--- src/rtl/mem_pkg.sv ---
// Shared definitions for the MEM stage: memory geometry, access mode
// encodings, op classification and the byte-extend helper.
package mem_pkg;

  localparam int MEM_BYTES = 2048;
  localparam int WORD_W    = 16;

  localparam logic MODE_WORD = 1'b0;
  localparam logic MODE_BYTE = 1'b1;

  typedef enum logic [1:0] {
    OP_PASS  = 2'd0,
    OP_LOAD  = 2'd1,
    OP_STORE = 2'd2
  } op_kind_e;

  // Widen a loaded byte to a full word, replicating bit 7 when sext is set.
  function automatic logic [WORD_W-1:0] byte_extend(input logic [7:0] b,
                                                    input logic       sext);
    logic [WORD_W-1:0] r;
    r = {{(WORD_W-8){sext & b[7]}}, b};
    return r;
  endfunction

endpackage

--- src/rtl/mem_access_stage_sat_counter.sv ---
// Saturating up-counter used for the load/store/fault statistics.
module sat_counter #(
  parameter int CNT_W = 16
) (
  input  logic             clk,
  input  logic             rst,
  input  logic             inc,
  output logic [CNT_W-1:0] count
);

  logic [CNT_W-1:0] count_q;
  logic [CNT_W-1:0] count_d;

  // Holds at all-ones instead of wrapping.
  always_comb begin
    count_d = count_q;
    if (inc && (count_q != {CNT_W{1'b1}})) begin
      count_d = count_q + {{(CNT_W-1){1'b0}}, 1'b1};
    end
  end

  always_ff @(posedge clk) begin
    if (rst) begin
      count_q <= '0;
    end else begin
      count_q <= count_d;
    end
  end

  assign count = count_q;

endmodule

--- src/rtl/mem_access_stage.sv ---
// MEM pipeline stage: drives the data memory strobes, bounds-checks the
// access, extends byte loads and registers the result toward writeback.
module mem_access_stage
  import mem_pkg::*;
#(
  parameter int ADDR_W    = 16,
  parameter int DATA_W    = 16,
  parameter int MEM_BYTES = mem_pkg::MEM_BYTES,
  parameter int CNT_W     = 16
) (
  input  logic              clk,
  input  logic              rst,

  input  logic              ex_valid,
  output logic              ex_ready,
  input  logic              ex_is_load,
  input  logic              ex_is_store,
  input  logic              ex_byte,
  input  logic              ex_sext,
  input  logic [ADDR_W-1:0] ex_addr,
  input  logic [DATA_W-1:0] ex_wdata,
  input  logic [2:0]        ex_dest,
  input  logic              ex_reg_we,

  output logic              mem_rd,
  output logic              mem_wn,
  output logic              mem_mode,
  output logic [ADDR_W-1:0] mem_addr,
  output logic [DATA_W-1:0] mem_wdata,
  input  logic [DATA_W-1:0] mem_rdata,

  input  logic              wb_stall,
  output logic              wb_valid,
  output logic [DATA_W-1:0] wb_data,
  output logic [2:0]        wb_dest,
  output logic              wb_we,
  output logic              wb_fault,

  output logic [CNT_W-1:0]  cnt_load,
  output logic [CNT_W-1:0]  cnt_store,
  output logic [CNT_W-1:0]  cnt_fault
);

  localparam logic [ADDR_W-1:0] LAST_WORD = ADDR_W'(MEM_BYTES - 2);
  localparam logic [ADDR_W-1:0] LAST_BYTE = ADDR_W'(MEM_BYTES - 1);

  op_kind_e          op_kind;
  logic              addr_ok;
  logic              in_range;
  logic              fault;
  logic              accept;

  logic              wb_valid_q, wb_valid_d;
  logic [DATA_W-1:0] wb_data_q,  wb_data_d;
  logic [2:0]        wb_dest_q,  wb_dest_d;
  logic              wb_we_q,    wb_we_d;
  logic              wb_fault_q, wb_fault_d;

  // Handshake: an op transfers on a rising edge when ex_valid && ex_ready.
  // ex_ready drops only while a valid result is held by a stalled writeback;
  // ex_valid and the ex_* fields must stay stable until the transfer.
  assign ex_ready = !wb_valid_q || !wb_stall;
  assign accept   = ex_valid && ex_ready && !rst;

  always_comb begin
    op_kind = OP_PASS;
    if (ex_is_load) begin
      op_kind = OP_LOAD;
    end else if (ex_is_store) begin
      op_kind = OP_STORE;
    end
  end

  // A word touches a and a+1, so its last legal start is one byte earlier.
  assign addr_ok  = ex_byte ? (ex_addr <= LAST_BYTE) : (ex_addr <= LAST_WORD);
  assign in_range = (op_kind == OP_PASS) || addr_ok;
  assign fault    = !in_range;

  // Strobes only in the accept cycle, so a stall never replays a store.
  assign mem_rd    = accept && in_range && (op_kind == OP_LOAD);
  assign mem_wn    = accept && in_range && (op_kind == OP_STORE);
  assign mem_mode  = ex_byte ? MODE_BYTE : MODE_WORD;
  assign mem_addr  = ex_addr;
  assign mem_wdata = ex_wdata;

  always_comb begin
    wb_data_d  = '0;
    wb_we_d    = 1'b0;
    wb_dest_d  = ex_dest;
    wb_fault_d = fault;
    wb_valid_d = 1'b1;
    if (!fault) begin
      case (op_kind)
        OP_LOAD: begin
          wb_we_d = ex_reg_we;
          if (ex_byte) begin
            wb_data_d = DATA_W'(byte_extend(mem_rdata[DATA_W-1:DATA_W-8], ex_sext));
          end else begin
            wb_data_d = mem_rdata;
          end
        end
        OP_STORE: begin
          wb_data_d = '0;
          wb_we_d   = 1'b0;
        end
        default: begin
          wb_data_d = DATA_W'(ex_addr);
          wb_we_d   = ex_reg_we;
        end
      endcase
    end
  end

  // Result register: load on accept, retire when writeback drains, else hold.
  always_ff @(posedge clk) begin
    if (rst) begin
      wb_valid_q <= 1'b0;
      wb_data_q  <= '0;
      wb_dest_q  <= '0;
      wb_we_q    <= 1'b0;
      wb_fault_q <= 1'b0;
    end else if (accept) begin
      wb_valid_q <= wb_valid_d;
      wb_data_q  <= wb_data_d;
      wb_dest_q  <= wb_dest_d;
      wb_we_q    <= wb_we_d;
      wb_fault_q <= wb_fault_d;
    end else if (!wb_stall) begin
      wb_valid_q <= 1'b0;
    end
  end

  assign wb_valid = wb_valid_q;
  assign wb_data  = wb_data_q;
  assign wb_dest  = wb_dest_q;
  assign wb_we    = wb_we_q;
  assign wb_fault = wb_fault_q;

  sat_counter #(.CNT_W(CNT_W)) u_cnt_load (
    .clk   (clk),
    .rst   (rst),
    .inc   (mem_rd),
    .count (cnt_load)
  );

  sat_counter #(.CNT_W(CNT_W)) u_cnt_store (
    .clk   (clk),
    .rst   (rst),
    .inc   (mem_wn),
    .count (cnt_store)
  );

  sat_counter #(.CNT_W(CNT_W)) u_cnt_fault (
    .clk   (clk),
    .rst   (rst),
    .inc   (accept && fault),
    .count (cnt_fault)
  );

endmodule

--- config.mk ---
export PLATFORM = sky130hd
export DESIGN_NAME = mem_access_stage
export DESIGN_NICKNAME = d
export VERILOG_FILES = /design/src/rtl/mem_pkg.sv /design/src/rtl/mem_access_stage_sat_counter.sv /design/src/rtl/mem_access_stage.sv
export SDC_FILE = /design/constraint.sdc
export NUM_CORES = 1
export LEC_CHECK = 0
export BUFFER_PORTS_ARGS = -buffer_cell sky130_fd_sc_hd__buf_2
export CAP_MARGIN = 20
export CORE_ASPECT_RATIO = 1.2
export CORE_MARGIN = 1.5
export CORE_UTILIZATION = 45
export DETAILED_ROUTE_END_ITERATION = 10
export MAX_ROUTING_LAYER = met4
export PLACE_DENSITY = 0.86
export SKIP_CTS_REPAIR_TIMING = 1
export SLEW_MARGIN = 15
export SYNTH_ARGS = -nofsm -noshare
export SYNTH_HDL_FRONTEND = slang
export SYNTH_SLANG_ARGS = --single-unit
--- constraint.sdc ---
create_clock -name clk -period 3.6 [get_ports clk]
set_input_delay 0.18 -clock clk [delete_from_list [all_inputs] [get_ports clk]]
set_output_delay 0.18 -clock clk [all_outputs]
set_load 0.005 [all_outputs]
==> results.sh <==
export IMPL_fin_worst_skew_ns=0.00713
export IMPL_cts_max_path_buffers=2
export IMPL_wl_per_cell_um=16.1
export IMPL_rsz0062_at_grt="no"
export IMPL_rows=36
export IMPL_setup_slack_ns=1.12
export IMPL_max_slew_worst_pin_slew_ns=1.05
export IMPL_cp_end_kind="register"
export IMPL_worstSkewPairLatency_ns=0.34
export IMPL_antennaDiodeCount=0
export IMPL_port_buffers=133
export IMPL_dieWidth_um=86.8
export IMPL_final_hold_viol_count=0
export IMPL_die_h_um=104
export IMPL_drive_above_1_share_pct=30.9
export IMPL_r2r_setup_slack_ns=1.12
export IMPL_grt_usage_pct=24.5
export IMPL_syn_avg_cell_area_sq_um=8.23
export IMPL_cts_root_buf="clkbuf_8"
export IMPL_cap_violations=0
export IMPL_required_ns=3.84
export IMPL_synth_nets=524
export IMPL_drt_vias_per_instance=5.83
export IMPL_drt_iter0_drc=182
export IMPL_final_setup_viol_count=0
export IMPL_synth_cell_types=58
export IMPL_syn_area_sq_um=3790
export IMPL_nets=615
export IMPL_synth_edf_count=0
export IMPL_initial_core_util_pct=46.5
export IMPL_max_freq_mhz=404
export IMPL_peakVddDrop_uv=182
export IMPL_cts_clk_slew_worst_paths_ns=0.08
export IMPL_slew_violations=0
export IMPL_async_reset_ff_share_pct=0
export IMPL_start_kind="register"
export IMPL_cp_arrival_ns=2.72
export IMPL_relSlewSlack_pct=30.0
export IMPL_antenna_left=0
export IMPL_crit_type="reg2reg"
export IMPL_area_growth_pct=17.7
export IMPL_fin_crit_ns=2.48
export IMPL_io_pins=166
export IMPL_p_per_area_nw_per_um2=334
export IMPL_grt_pass1_vias=3643
export IMPL_vias=3911
export IMPL_drc=0
export IMPL_grt_ovfl_total=0
export IMPL_critPathMaxFanout=14
export IMPL_final_util_pct=54.8
export IMPL_drt_first_pass_iters=5
export IMPL_synthCells=461
export IMPL_dieArea_sq_um=9000
export IMPL_p_leak_nw=1.82
export IMPL_place_gp_congestion=0.823
export IMPL_hpwl_mm=7.95
export IMPL_antenna_found_initial=0
export IMPL_post_place_ws_ns=1.05
export IMPL_yosysWarnings=0
export IMPL_cts_buffers_inserted=9
export IMPL_ys_ff_latch=70
export IMPL_synth_seq_area_share_pct=36.9
export IMPL_grt_max_degree=32
export IMPL_status="completed"
export IMPL_clock_sinks=70
export IMPL_tns_ns=0
export IMPL_cts_max_level=3
export IMPL_fp_coreArea_sq_um=8150
export IMPL_cts_tree="done"
export IMPL_finalWirelength_mm=10.8
export IMPL_synth_flop_cell="dfxtp_1"
export IMPL_hold_path_class="in2reg"
export IMPL_fin_crit_sh_pct=68.8
export IMPL_grt_pass1_wl_mm=17.3
## metal layers
layer | vias up | routed length [um] | part of all wire (%) | GRT usage (%)
met5 | - | 0 | 0 | -
met4 | 0 | 216 | 2.0 | 8.41
met3 | 21 | 755 | 7.0 | 5.66
met2 | 174 | 5580 | 52 | 41.1
met1 | 1833 | 4230 | 39 | 28.3
li1 | 1883 | - | - | -
## final cells by class
| class | count | area, sq um |
|---|---|---|
| well taps | 114 | 143 |
| flip-flops and latches | 70 | 1400 |
| repair buffers | 136 | 688 |
| multi-input cells | 326 | 2020 |
| clock inverters | 6 | 37.5 |
| inverters | 9 | 33.8 |
| clock buffers | 10 | 138 |
| fillers | 768 | 3690 |
## cell usage after synthesis (2+ instances only)
| cell | number | area, sq um |
|---|---|---|
| nand3_1 | 20 | 100 |
| a22oi_1 | 8 | 60.1 |
| nor2_1 | 26 | 97.6 |
| clkbuf_1 | 19 | 71.3 |
| nand2_1 | 51 | 191 |
| nand2b_1 | 2 | 12.5 |
| and4_1 | 4 | 35.0 |
| o21a_1 | 4 | 30.0 |
| and3_1 | 9 | 56.3 |
| mux2i_1 | 2 | 20.0 |
| mux2_2 | 11 | 124 |
| or3_1 | 13 | 81.3 |
| nor3_1 | 3 | 15.0 |
| nor4_1 | 6 | 37.5 |
| buf_4 | 33 | 248 |
| a31oi_1 | 3 | 18.8 |
| a21oi_1 | 34 | 170 |
| buf_1 | 3 | 11.3 |
| o21ai_0 | 28 | 140 |
| o31a_1 | 2 | 17.5 |
| nand4_1 | 12 | 75.1 |
| a2bb2oi_1 | 7 | 61.3 |
| or4_1 | 18 | 135 |
| ha_1 | 3 | 37.5 |
| nor4b_1 | 2 | 17.5 |
| nand3b_1 | 3 | 22.5 |
| and2_1 | 2 | 12.5 |
| dfxtp_1 | 70 | 1400 |
| o311ai_0 | 4 | 35.0 |
| inv_1 | 8 | 30.0 |
| o21ai_1 | 2 | 10.0 |
| o41ai_1 | 6 | 52.6 |
| o2111ai_1 | 2 | 17.5 |
| nor2b_1 | 3 | 18.8 |
| or2_2 | 2 | 12.5 |
| a311oi_1 | 2 | 17.5 |
| o31ai_1 | 13 | 97.6 |
## cell families after synthesis
family	Yosys count	share of synthesized area [%]
compound gates	123	21.2
xor+xnor	1	0.231
fa+ha+maj	3	0.989
buf+inv	65	9.73
flops	70	36.9
mux	14	4.09
simple gates	185	26.8
## stage by stage
step           total power, mW  hold WS [ns]  cells  instance area [sq um]
5_1_grt                   1.55        0.0845    671                   4470
6_report                  1.49        0.0750    671                   4470
3_3_place_gp             0.939         0.360    655                   4290
4_1_cts                   1.50        0.0640    671                   4470
3_5_place_dp             0.944         0.360    655                   4290
2_1_floorplan            0.902         0.297    461                   3790
## worst max-delay path, stage by stage, from the launching register on
cell     delay, ns
dfxtp_1       0.41
ha_1          0.19
nand3_1       0.17
or3_1         0.46
nor2_1        0.62
buf_4         0.28
nor4_1        0.06
o21a_1        0.18
## cell usage in the layout (no fill, tap or decap), drive strengths merged, types with 8 or more instances in the layout
| cell type | Yosys | routed |
|---|---|---|
| a21oi | 34 | 34 |
| a22oi | 8 | 8 |
| and3 | 9 | 9 |
| buf | 37 | 136 |
| clkbuf | 19 | 10 |
| dfxtp | 70 | 70 |
| inv | 8 | 8 |
| mux2 | 12 | 12 |
| nand2 | 51 | 51 |
| nand3 | 21 | 21 |
| nand4 | 13 | 13 |
| nor2 | 26 | 26 |
| o21ai | 30 | 30 |
| o31ai | 13 | 13 |
| or3 | 13 | 13 |
| or4 | 19 | 19 |
## worst paths after layout
| kind | start | end | depth (start not counted) |
|---|---|---|---|
| setup / recovery | u_cnt_load.count[0] | u_cnt_load.count[9] | 7 |
| setup reg to reg | u_cnt_load.count[0] | u_cnt_load.count[9] | 7 |
| hold reg to reg | wb_dest[0] | wb_dest[0] | 2 |
| hold / removal | ex_dest[2] | wb_dest[2] | 3 |
## registers in the layout (all words and copies together), names as in the netlist
signal	cells
wb_fault	1
u_cnt_store.count	16
wb_dest	3
wb_we	1
wb_data	16
wb_valid	1
u_cnt_load.count	16
u_cnt_fault.count	16
## report_power, final
group          switching [mW]  total, mW  internal (mW)
combinational          0.0799      0.138         0.0580
clock                   0.302      0.567          0.265
sequential            0.00558      0.788          0.783
Power figures use the tool's default switching activity.
